## config.mk

```make
export PLATFORM = sky130hd
export DESIGN_NAME = pipeline_hazard_ctrl_flat
export DESIGN_NICKNAME = d
export VERILOG_FILES = /design/src/rtl/pipeline_hazard_ctrl_pkg.sv /design/src/rtl/pipeline_hazard_ctrl_if.sv /design/src/rtl/pipeline_hazard_ctrl_sat_counter.sv /design/src/rtl/pipeline_hazard_ctrl.sv /design/src/flat_wrapper.sv
export SDC_FILE = /design/constraint.sdc
export NUM_CORES = 1
export LEC_CHECK = 0
export BUFFER_PORTS_ARGS = -buffer_cell sky130_fd_sc_hd__buf_2
export CORE_MARGIN = 2
export CORE_UTILIZATION = 47
export CTS_CLUSTER_SIZE = 10
export DETAILED_ROUTE_END_ITERATION = 8
export GPL_TIMING_DRIVEN = 0
export PLACE_DENSITY = 0.76
export SETUP_SLACK_MARGIN = 0.5
export SLEW_MARGIN = 10
export SYNTH_ARGS = -nofsm -noshare
export SYNTH_HDL_FRONTEND = slang
export SYNTH_SLANG_ARGS = --single-unit
```

## constraint.sdc

```tcl
create_clock -name clk -period 2.1 [get_ports clk]
set_input_delay 0.105 -clock clk [delete_from_list [all_inputs] [get_ports clk]]
set_output_delay 0.105 -clock clk [all_outputs]
set_load 0.03 [all_outputs]
```

## src/rtl/pipeline_hazard_ctrl_pkg.sv

```systemverilog
// Shared constants for the five-stage pipeline hazard controller.
// Holds the FSM state encoding and the register-file index width.
package pipe_ctrl_pkg;

  localparam int REG_W = 5;

  // Writes to r0 are discarded, so a load into r0 never creates a dependency.
  localparam logic [REG_W-1:0] REG_ZERO = 5'd0;

  typedef enum logic [1:0] {
    ST_RUN      = 2'd0,
    ST_FREEZE   = 2'd1,
    ST_MDU_WAIT = 2'd2
  } state_t;

endpackage

```

## src/rtl/pipeline_hazard_ctrl_if.sv

```systemverilog
// Hazard-detection inputs and pipeline-register keep/flush controls.
// The pipeline drives this bundle as master; the controller is the slave.
interface pipeline_hazard_ctrl_if;
  import pipe_ctrl_pkg::*;

  logic [REG_W-1:0] id_rs;
  logic [REG_W-1:0] id_rt;
  logic             id_uses_rs;
  logic             id_uses_rt;
  logic             id_is_mdu;
  logic             ex_mem_read;
  logic [REG_W-1:0] ex_rt;
  logic             ex_redirect;
  logic             imem_wait;
  logic             dmem_wait;
  logic             mdu_busy;

  logic             pc_keep;
  logic             if_id_keep;
  logic             id_ex_keep;
  logic             ex_mem_keep;
  logic             mem_wb_keep;
  logic             if_id_flush;
  logic             id_ex_flush;
  logic             pc_sel_target;

  modport master (
    output id_rs, id_rt, id_uses_rs, id_uses_rt, id_is_mdu, ex_mem_read,
           ex_rt, ex_redirect, imem_wait, dmem_wait, mdu_busy,
    input  pc_keep, if_id_keep, id_ex_keep, ex_mem_keep, mem_wb_keep,
           if_id_flush, id_ex_flush, pc_sel_target
  );

  modport slave (
    input  id_rs, id_rt, id_uses_rs, id_uses_rt, id_is_mdu, ex_mem_read,
           ex_rt, ex_redirect, imem_wait, dmem_wait, mdu_busy,
    output pc_keep, if_id_keep, id_ex_keep, ex_mem_keep, mem_wb_keep,
           if_id_flush, id_ex_flush, pc_sel_target
  );

endinterface

```

## src/rtl/pipeline_hazard_ctrl_sat_counter.sv

```systemverilog
// Saturating up-counter with synchronous clear (clear beats increment).
module sat_counter #(
  parameter int WIDTH = 16
) (
  input  logic             clk,
  input  logic             reset,
  input  logic             clr,
  input  logic             inc,
  output logic [WIDTH-1:0] cnt
);

  always_ff @(posedge clk or negedge reset) begin
    if (!reset) begin
      cnt <= '0;
    end else if (clr) begin
      cnt <= '0;
    end else if (inc && (cnt != '1)) begin
      cnt <= cnt + 1'b1;
    end
  end

endmodule

```

## src/rtl/pipeline_hazard_ctrl.sv

```systemverilog
// Stall/flush controller for the five-stage pipeline: combinational keep/flush
// decisions, a small state register, saturating statistics and a freeze watchdog.
module pipeline_hazard_ctrl
  import pipe_ctrl_pkg::*;
#(
  parameter int CNT_W      = 16,
  parameter int WDOG_LIMIT = 1023
) (
  input  logic                   clk,
  input  logic                   reset,
  pipeline_hazard_ctrl_if.slave  hz,
  input  logic                   stat_clr,
  output logic [1:0]             state_o,
  output logic [CNT_W-1:0]       stall_cnt,
  output logic [CNT_W-1:0]       flush_cnt,
  output logic                   hang_err
);

  localparam int FRZ_W = $clog2(WDOG_LIMIT + 1);

  state_t           state_q;
  state_t           state_nxt;
  logic             mw;
  logic             lu;
  logic             mdu_stall;
  logic             pc_keep, if_id_keep, id_ex_keep, ex_mem_keep, mem_wb_keep;
  logic             if_id_flush, id_ex_flush, pc_sel_target;
  logic             stall_inc;
  logic [FRZ_W-1:0] frz_cnt;

  assign mw        = hz.imem_wait | hz.dmem_wait;
  assign lu        = hz.ex_mem_read && (hz.ex_rt != REG_ZERO) &&
                     ((hz.id_uses_rs && (hz.id_rs == hz.ex_rt)) ||
                      (hz.id_uses_rt && (hz.id_rt == hz.ex_rt)));
  assign mdu_stall = hz.id_is_mdu & hz.mdu_busy;

  // Priority chain; a held EX keeps its redirect pending until the freeze ends.
  always_comb begin
    pc_keep       = 1'b0;
    if_id_keep    = 1'b0;
    id_ex_keep    = 1'b0;
    ex_mem_keep   = 1'b0;
    mem_wb_keep   = 1'b0;
    if_id_flush   = 1'b0;
    id_ex_flush   = 1'b0;
    pc_sel_target = 1'b0;
    state_nxt     = ST_RUN;
    if (mw) begin
      pc_keep     = 1'b1;
      if_id_keep  = 1'b1;
      id_ex_keep  = 1'b1;
      ex_mem_keep = 1'b1;
      mem_wb_keep = 1'b1;
      state_nxt   = ST_FREEZE;
    end else if (hz.ex_redirect) begin
      pc_sel_target = 1'b1;
      if_id_flush   = 1'b1;
      id_ex_flush   = 1'b1;
    end else if (lu) begin
      pc_keep     = 1'b1;
      if_id_keep  = 1'b1;
      id_ex_flush = 1'b1;
    end else if (mdu_stall) begin
      pc_keep     = 1'b1;
      if_id_keep  = 1'b1;
      id_ex_flush = 1'b1;
      state_nxt   = ST_MDU_WAIT;
    end
  end

  assign hz.pc_keep       = pc_keep;
  assign hz.if_id_keep    = if_id_keep;
  assign hz.id_ex_keep    = id_ex_keep;
  assign hz.ex_mem_keep   = ex_mem_keep;
  assign hz.mem_wb_keep   = mem_wb_keep;
  assign hz.if_id_flush   = if_id_flush;
  assign hz.id_ex_flush   = id_ex_flush;
  assign hz.pc_sel_target = pc_sel_target;

  always_ff @(posedge clk or negedge reset) begin
    if (!reset) begin
      state_q <= ST_RUN;
    end else begin
      state_q <= state_nxt;
    end
  end

  assign state_o   = state_q;
  assign stall_inc = pc_keep & ~pc_sel_target;

  sat_counter #(.WIDTH(CNT_W)) u_stall_cnt (
    .clk   (clk),
    .reset (reset),
    .clr   (stat_clr),
    .inc   (stall_inc),
    .cnt   (stall_cnt)
  );

  sat_counter #(.WIDTH(CNT_W)) u_flush_cnt (
    .clk   (clk),
    .reset (reset),
    .clr   (stat_clr),
    .inc   (pc_sel_target),
    .cnt   (flush_cnt)
  );

  // Counts consecutive memory-wait cycles; any other cycle restarts the run.
  sat_counter #(.WIDTH(FRZ_W)) u_frz_cnt (
    .clk   (clk),
    .reset (reset),
    .clr   (~mw),
    .inc   (mw),
    .cnt   (frz_cnt)
  );

  always_ff @(posedge clk or negedge reset) begin
    if (!reset) begin
      hang_err <= 1'b0;
    end else if (stat_clr) begin
      hang_err <= 1'b0;
    end else if (mw && (frz_cnt >= FRZ_W'(WDOG_LIMIT - 1))) begin
      hang_err <= 1'b1;
    end
  end

endmodule
```

## src/flat_wrapper.sv

```systemverilog
// flat-port wrapper written by rule: the top's interface ports become plain ports
module pipeline_hazard_ctrl_flat import pipe_ctrl_pkg::*;
#(
  parameter int CNT_W      = 16,
  parameter int WDOG_LIMIT = 1023
)
  (clk, reset, stat_clr, state_o, stall_cnt, flush_cnt, hang_err, hz_id_rs, hz_id_rt, hz_id_uses_rs, hz_id_uses_rt, hz_id_is_mdu, hz_ex_mem_read, hz_ex_rt, hz_ex_redirect, hz_imem_wait, hz_dmem_wait, hz_mdu_busy, hz_pc_keep, hz_if_id_keep, hz_id_ex_keep, hz_ex_mem_keep, hz_mem_wb_keep, hz_if_id_flush, hz_id_ex_flush, hz_pc_sel_target);
  pipeline_hazard_ctrl_if hz_i ();
  input  logic clk;
  input  logic reset;
  input  logic stat_clr;
  output logic [1:0] state_o;
  output logic [CNT_W-1:0] stall_cnt;
  output logic [CNT_W-1:0] flush_cnt;
  output logic hang_err;
  input wire logic [$bits(hz_i.id_rs)-1:0] hz_id_rs;
  input wire logic [$bits(hz_i.id_rt)-1:0] hz_id_rt;
  input wire logic [$bits(hz_i.id_uses_rs)-1:0] hz_id_uses_rs;
  input wire logic [$bits(hz_i.id_uses_rt)-1:0] hz_id_uses_rt;
  input wire logic [$bits(hz_i.id_is_mdu)-1:0] hz_id_is_mdu;
  input wire logic [$bits(hz_i.ex_mem_read)-1:0] hz_ex_mem_read;
  input wire logic [$bits(hz_i.ex_rt)-1:0] hz_ex_rt;
  input wire logic [$bits(hz_i.ex_redirect)-1:0] hz_ex_redirect;
  input wire logic [$bits(hz_i.imem_wait)-1:0] hz_imem_wait;
  input wire logic [$bits(hz_i.dmem_wait)-1:0] hz_dmem_wait;
  input wire logic [$bits(hz_i.mdu_busy)-1:0] hz_mdu_busy;
  output wire logic [$bits(hz_i.pc_keep)-1:0] hz_pc_keep;
  output wire logic [$bits(hz_i.if_id_keep)-1:0] hz_if_id_keep;
  output wire logic [$bits(hz_i.id_ex_keep)-1:0] hz_id_ex_keep;
  output wire logic [$bits(hz_i.ex_mem_keep)-1:0] hz_ex_mem_keep;
  output wire logic [$bits(hz_i.mem_wb_keep)-1:0] hz_mem_wb_keep;
  output wire logic [$bits(hz_i.if_id_flush)-1:0] hz_if_id_flush;
  output wire logic [$bits(hz_i.id_ex_flush)-1:0] hz_id_ex_flush;
  output wire logic [$bits(hz_i.pc_sel_target)-1:0] hz_pc_sel_target;
  assign hz_i.id_rs = hz_id_rs;
  assign hz_i.id_rt = hz_id_rt;
  assign hz_i.id_uses_rs = hz_id_uses_rs;
  assign hz_i.id_uses_rt = hz_id_uses_rt;
  assign hz_i.id_is_mdu = hz_id_is_mdu;
  assign hz_i.ex_mem_read = hz_ex_mem_read;
  assign hz_i.ex_rt = hz_ex_rt;
  assign hz_i.ex_redirect = hz_ex_redirect;
  assign hz_i.imem_wait = hz_imem_wait;
  assign hz_i.dmem_wait = hz_dmem_wait;
  assign hz_i.mdu_busy = hz_mdu_busy;
  assign hz_pc_keep = hz_i.pc_keep;
  assign hz_if_id_keep = hz_i.if_id_keep;
  assign hz_id_ex_keep = hz_i.id_ex_keep;
  assign hz_ex_mem_keep = hz_i.ex_mem_keep;
  assign hz_mem_wb_keep = hz_i.mem_wb_keep;
  assign hz_if_id_flush = hz_i.if_id_flush;
  assign hz_id_ex_flush = hz_i.id_ex_flush;
  assign hz_pc_sel_target = hz_i.pc_sel_target;
  pipeline_hazard_ctrl #(.CNT_W(CNT_W), .WDOG_LIMIT(WDOG_LIMIT)) u_core (.clk(clk), .reset(reset), .hz(hz_i), .stat_clr(stat_clr), .state_o(state_o), .stall_cnt(stall_cnt), .flush_cnt(flush_cnt), .hang_err(hang_err));
endmodule
```

# Word level (Yosys, flattened, before mapping)
# Cells that the tools add are included.
# word_totals
out_inout_bits	43
register_bits	45
# op_classes
n_bitwise	4
n_eq_ne	6
n_reduce_logical	13
addsub	3
mux	21
order_cmp	1
# ops
cell	count
$mux 16	4
$add 16x1->16 const B	2
$ne 16x16->1 const B	2
$mux 10	2
$mux 1	11
$add 10x1->10 const B	1
$eq 5x5->1	2
$ge 10x10->1 const B	1
$ne 10x10->1 const B	1
$logic_and 1x1->1	8
$mux 2	4
$reduce_bool 2->1	3
$reduce_bool 5->1	1
$and 1x1->1	2
$ne 2x2->1 const B	1
$logic_or 1x1->1	1
$not 1->1	1
$or 1x1->1	1

# Logic depth before layout (Yosys ltp)
# depth
word_depth	11
mapped_depth	9
ltp_nobuf	7

# By module
# Synthesis repeated with hierarchy kept, for this count alone.
# unflattened
hier_cells	289
area_unflattened_um2	2741.4
# modules_own_cells
mod	area_each_um2	seq_area_each_um2	instances	cells_each
sat_counter at u_core.u_flush_cnt ...	942.2	400.4	2	98
sat_counter at u_core.u_frz_cnt	536.8	250.2	1	55
pipeline_hazard_ctrl	320.3	75.1	1	38

# Least setup slack after synthesis
# OpenSTA, ideal clock, no wires.
# synth_timing
kind	register to register
startpoint	reg u_core.u_stall_cnt.cnt[0]
endpoint	reg u_core.u_stall_cnt.cnt[15]
period_less_slack_ps	2148
path_buffers	1
slack_ps	-48
arrival_ps	2023
required_ps	1975
path_stages_with_launch	9
path_cell_list	dfrtp_1 > ha_1 > nand4_1 > nor4_1 > a211oi_1 > a21oi_2 > buf_4 > nor4_1 > mux2_4
# synth_between
elab_chain_cells	3
word_cells_on_any_way	6
# synth_lines
element	line_no	source
from (decl)	pipeline_hazard_ctrl_sat_counter.sv:9	output logic [WIDTH-1:0] cnt
from (signal assigned)	pipeline_hazard_ctrl_sat_counter.sv:18	cnt <= cnt + 1'b1;
$add 16x1->16 or $ne 16x16->1 (tied branches)	pipeline_hazard_ctrl_sat_counter.sv:18, pipeline_hazard_ctrl_sat_counter.sv:17	
$mux 16 or $logic_and 1x1->1 (tied branches)	pipeline_hazard_ctrl_sat_counter.sv:17	end else if (inc && (cnt != '1)) begin
$mux 16 or $reduce_bool 2->1 (tied branches)	--	
# Parallel ways exist; a longest one is shown, timed or not. The select of a mux whose other input is x is not followed.
# A chain may end at the register's enable or synchronous reset.

# Final worst setup path
# layout_timing
startpoint	reg u_core.u_stall_cnt.cnt[7]
endpoint	reg u_core.u_stall_cnt.cnt[1]
# layout_between
elab_chain_cells	3
# layout_lines
element	line_no
$ne 16x16->1	pipeline_hazard_ctrl_sat_counter.sv:17
$logic_and 1x1->1	pipeline_hazard_ctrl_sat_counter.sv:17
$reduce_bool 2->1 (no line)	--
# No other way between the ends.

==> run_results.csv <==
group,metric,value,unit
outcome,status,"completed",
worst_setup_path,crit_required,2.27,ns
global_routing,grt_overflow,0,
worst_setup_path,crit_path_start_kind,"flip-flop",
clock_network,cts_tree,"done",
worst_setup_path,r2r_cells,8,
global_routing,grt_max_degree,46,
placed_design,place_area,2975,µm²
die,dieArea,5848,µm²
synth,synth_cells,269,
synth,netlist_area,2469,µm²
timing,period_minus_slack,1.936,ns
die,io_pins,69,
clock_network,clockRootBuffer,"clkbuf_8",
worst_setup_path,reg2reg_setup_slack,0.16,ns
timing,fin_hold_ws,0.04136,ns
placed_design,placed_cells,406,
worst_setup_path,endpoint_kind,"flip-flop",
run,cap_violations,0,
synth,synth_cell_types,37,
synth,async_flop_share,100.0,%
layout,fillCellCount,380,
synth,synth-edff-count,0,
timing,slew_viol_final,0,
timing,skew,0.008684,ns
die,initial_core_util,48.64,%
layout,final_cells,450,
drt,drtAntennaViolNets,0,
drt,first_iter_violations,115,
drt,drc_errors,0,
layout,nets,409,
placed_design,place_hpwl,4191,µm
synth,yosys_warnings,0,
timing,worst_pin_slew,0.9976,ns
synth,ys.flop_type,"dfrtp_1",
timing,rsz0062_at_grt,"true",
synth,syn_avg_cell_area,9.177,µm²
timing,hold_viol_final,0,
min_path,hold_class,"input pin to flip-flop",
timing,setup_violations,0,
worst_setup_path,critPathArrivalTime,2.10,ns
die,die_w,76.48,µm
timing,period_share,92.20,%
die,rows,26,
worst_setup_path,rr_startpoint,"u_core.u_stall_cnt.cnt[7]",
power,power.density,522.7,nW/µm²
synth,synth_seq_cells,45,
layout,most-common-layout-cells,"buf_2, nor2_1, buf_4",
drt,via_per_inst,5.653,
clock_network,ctsLongestPathBuffers,2,
worst_setup_path,worstSetupPathType,"flip-flop to flip-flop",
drt,wirelength,7217,µm
synth,synth_nets,299,
timing,tns,0,ns
die,core,5075,µm²
synth,synth_seq_area_share,45.62,%
layout,final_common_cell,"buf_2",
clock_network,cts_made_buffers,5,
clock_network,htreeDepth,2,
clock_network,clk_latency,0.31,ns
worst_setup_path,crit_path_start,"u_core.u_stall_cnt.cnt[7]",
placed_design,gp_congestion,0.8308,
worst_setup_path,cp_max_fo,6,
worst_setup_path,endpoint,"u_core.u_stall_cnt.cnt[1]",
die,die_h,76.48,µm
timing,max_freq,516.5,MHz
power,vdd_drop_max,0.0005088,V
clock_network,cts.sinks,45,
global_routing,grt_pass1_wl,11340,µm
drt,wl_per_cell,16.04,µm
drt,first_pass_iters,4,
global_routing,grt_pass1_vias,2451,
clock_network,clk_pin_slew,0.09,ns
global_routing,antenna_found_initial,0,
power,leakage,0.001639,µW
layout,areaGrowthSynthToFinish,45.26,%
worst_setup_path,r2r_end,"u_core.u_stall_cnt.cnt[1]",
layout,final_util,70.66,%
layout,final_layout_size_suffix_gt1_share,46.05,%
layout,finalInstanceArea,3586,µm²
placed_design,portBuffers,67,
global_routing,grt_usage,24.03,%
layout,antenna_cells,0,
timing,relSlewSlack,33.49,%
drt,dr_total_vias,2544,
routing by layer:
layer  up-vias  GRT usage [%]  wire length, µm
met2       107          39.73             3745
met1      1248          30.43             2894
li1       1173              -                -
met4         0          10.73              116
met5         -              0                0
met3        16          4.858              460
worst min-delay path by stage:
| stage | from | slack (ns) | cells past startpoint | to |
|---|---|---|---|---|
| after floorplan | reset | -0.19 | 0 | u_core.hang_err |
| after detailed placement | reset | 0.32 | 1 | u_core.u_stall_cnt.cnt[4] |
| after global routing | hz_ex_redirect | 0.03 | 2 | u_core.state_o[1] |
| final | hz_ex_redirect | 0.04 | 2 | u_core.state_o[1] |
| after CTS | hz_ex_redirect | 0.005 | 2 | u_core.state_o[1] |
| after global placement | reset | 0.33 | 1 | u_core.u_stall_cnt.cnt[4] |
metrics by stage:
stage	setup slack, ns	total power [µW]
2_1_floorplan	0.2242	1139
3_3_place_gp	0.1358	1234
3_5_place_dp	0.1228	1244
4_1_cts	0.2009	1862
5_1_grt	0.05301	1964
6_report	0.1638	1874
sequential cells by signal, indices dropped and copies added, names as in the netlist:
| signal | flops |
|---|---|
| u_core.u_flush_cnt.cnt | 16 |
| u_core.u_stall_cnt.cnt | 16 |
| u_core.hang_err | 1 |
| u_core.state_o | 2 |
| u_core.u_frz_cnt.cnt | 10 |
cells in the mapped netlist, types with 3 or more instances:
master | n | area share (%)
nand3_1 | 13 | 2.6
nand2_1 | 18 | 2.7
nand4_1 | 14 | 3.5
dfrtp_1 | 45 | 46
inv_1 | 7 | 1.1
a211oi_1 | 4 | 1.2
ha_1 | 4 | 2.0
xnor2_1 | 16 | 5.7
buf_4 | 5 | 1.5
buf_2 | 3 | 0.61
o21ai_1 | 8 | 1.6
o31ai_1 | 6 | 1.8
a31oi_1 | 3 | 0.76
clkbuf_1 | 4 | 0.61
a21oi_1 | 18 | 3.6
nor4_1 | 4 | 1.0
or4_1 | 7 | 2.1
nor2_1 | 38 | 5.8
nor3_1 | 7 | 1.4
or3_1 | 10 | 2.5
xor2_1 | 13 | 4.6
repair_timing:
action / CTS / global route
endpoints found under the setup margin: 38 / 37
setup buffers: 31 / 3
hold buffers: 1 / 0
resized for setup: 34 / 16
cloned: 1 / 0
pin swaps: 17 / 11
endpoints found under the hold margin: 37 / 0
layout make-up:
type | instances | area (µm²) | share of cell area, %
Timing Repair Buffer | 103 | 630.6 | 17.59
Tap cell | 70 | 87.58 | 2.442
Inverter | 7 | 26.28 | 0.7327
Buffer | 14 | 97.59 | 2.722
Sequential cell | 45 | 1147 | 32.00
Clock inverter | 2 | 13.76 | 0.3838
Clock buffer | 6 | 82.58 | 2.303
Multi-Input combinational cell | 203 | 1500 | 41.84
critical path, cell delays in order (launching register included):
cell     delay [ns]
dfrtp_2        0.43
nand3_2        0.14
nor4_4         0.37
nor3_2         0.07
a21oi_2        0.24
buf_6          0.16
buf_8          0.11
mux2i_1        0.21
nor2_1         0.06
cell families (layout without fill, tap and decap cells):
| logic type | count (synthesis) | count (layout) | share of synthesized area, % |
|---|---|---|---|
| and+or+nand+nor | 123 | 123 | 25.75 |
| DFF | 45 | 45 | 45.62 |
| AOI/OAI and AO/OA | 44 | 44 | 10.49 |
| xor gates and xnor gates | 29 | 29 | 10.29 |
| buffers and inverters | 21 | 132 | 4.409 |
| adders and majority gates | 4 | 4 | 2.027 |
| muxes | 3 | 3 | 1.419 |
report_power, final:
part           internal, µW  total [µW]  switching, µW
combinational           138         341            203
sequential              907         956           49.7
clock                   267         577            310
total                  1310        1870            562
Note: power is estimated with default switching activity, not from simulation.
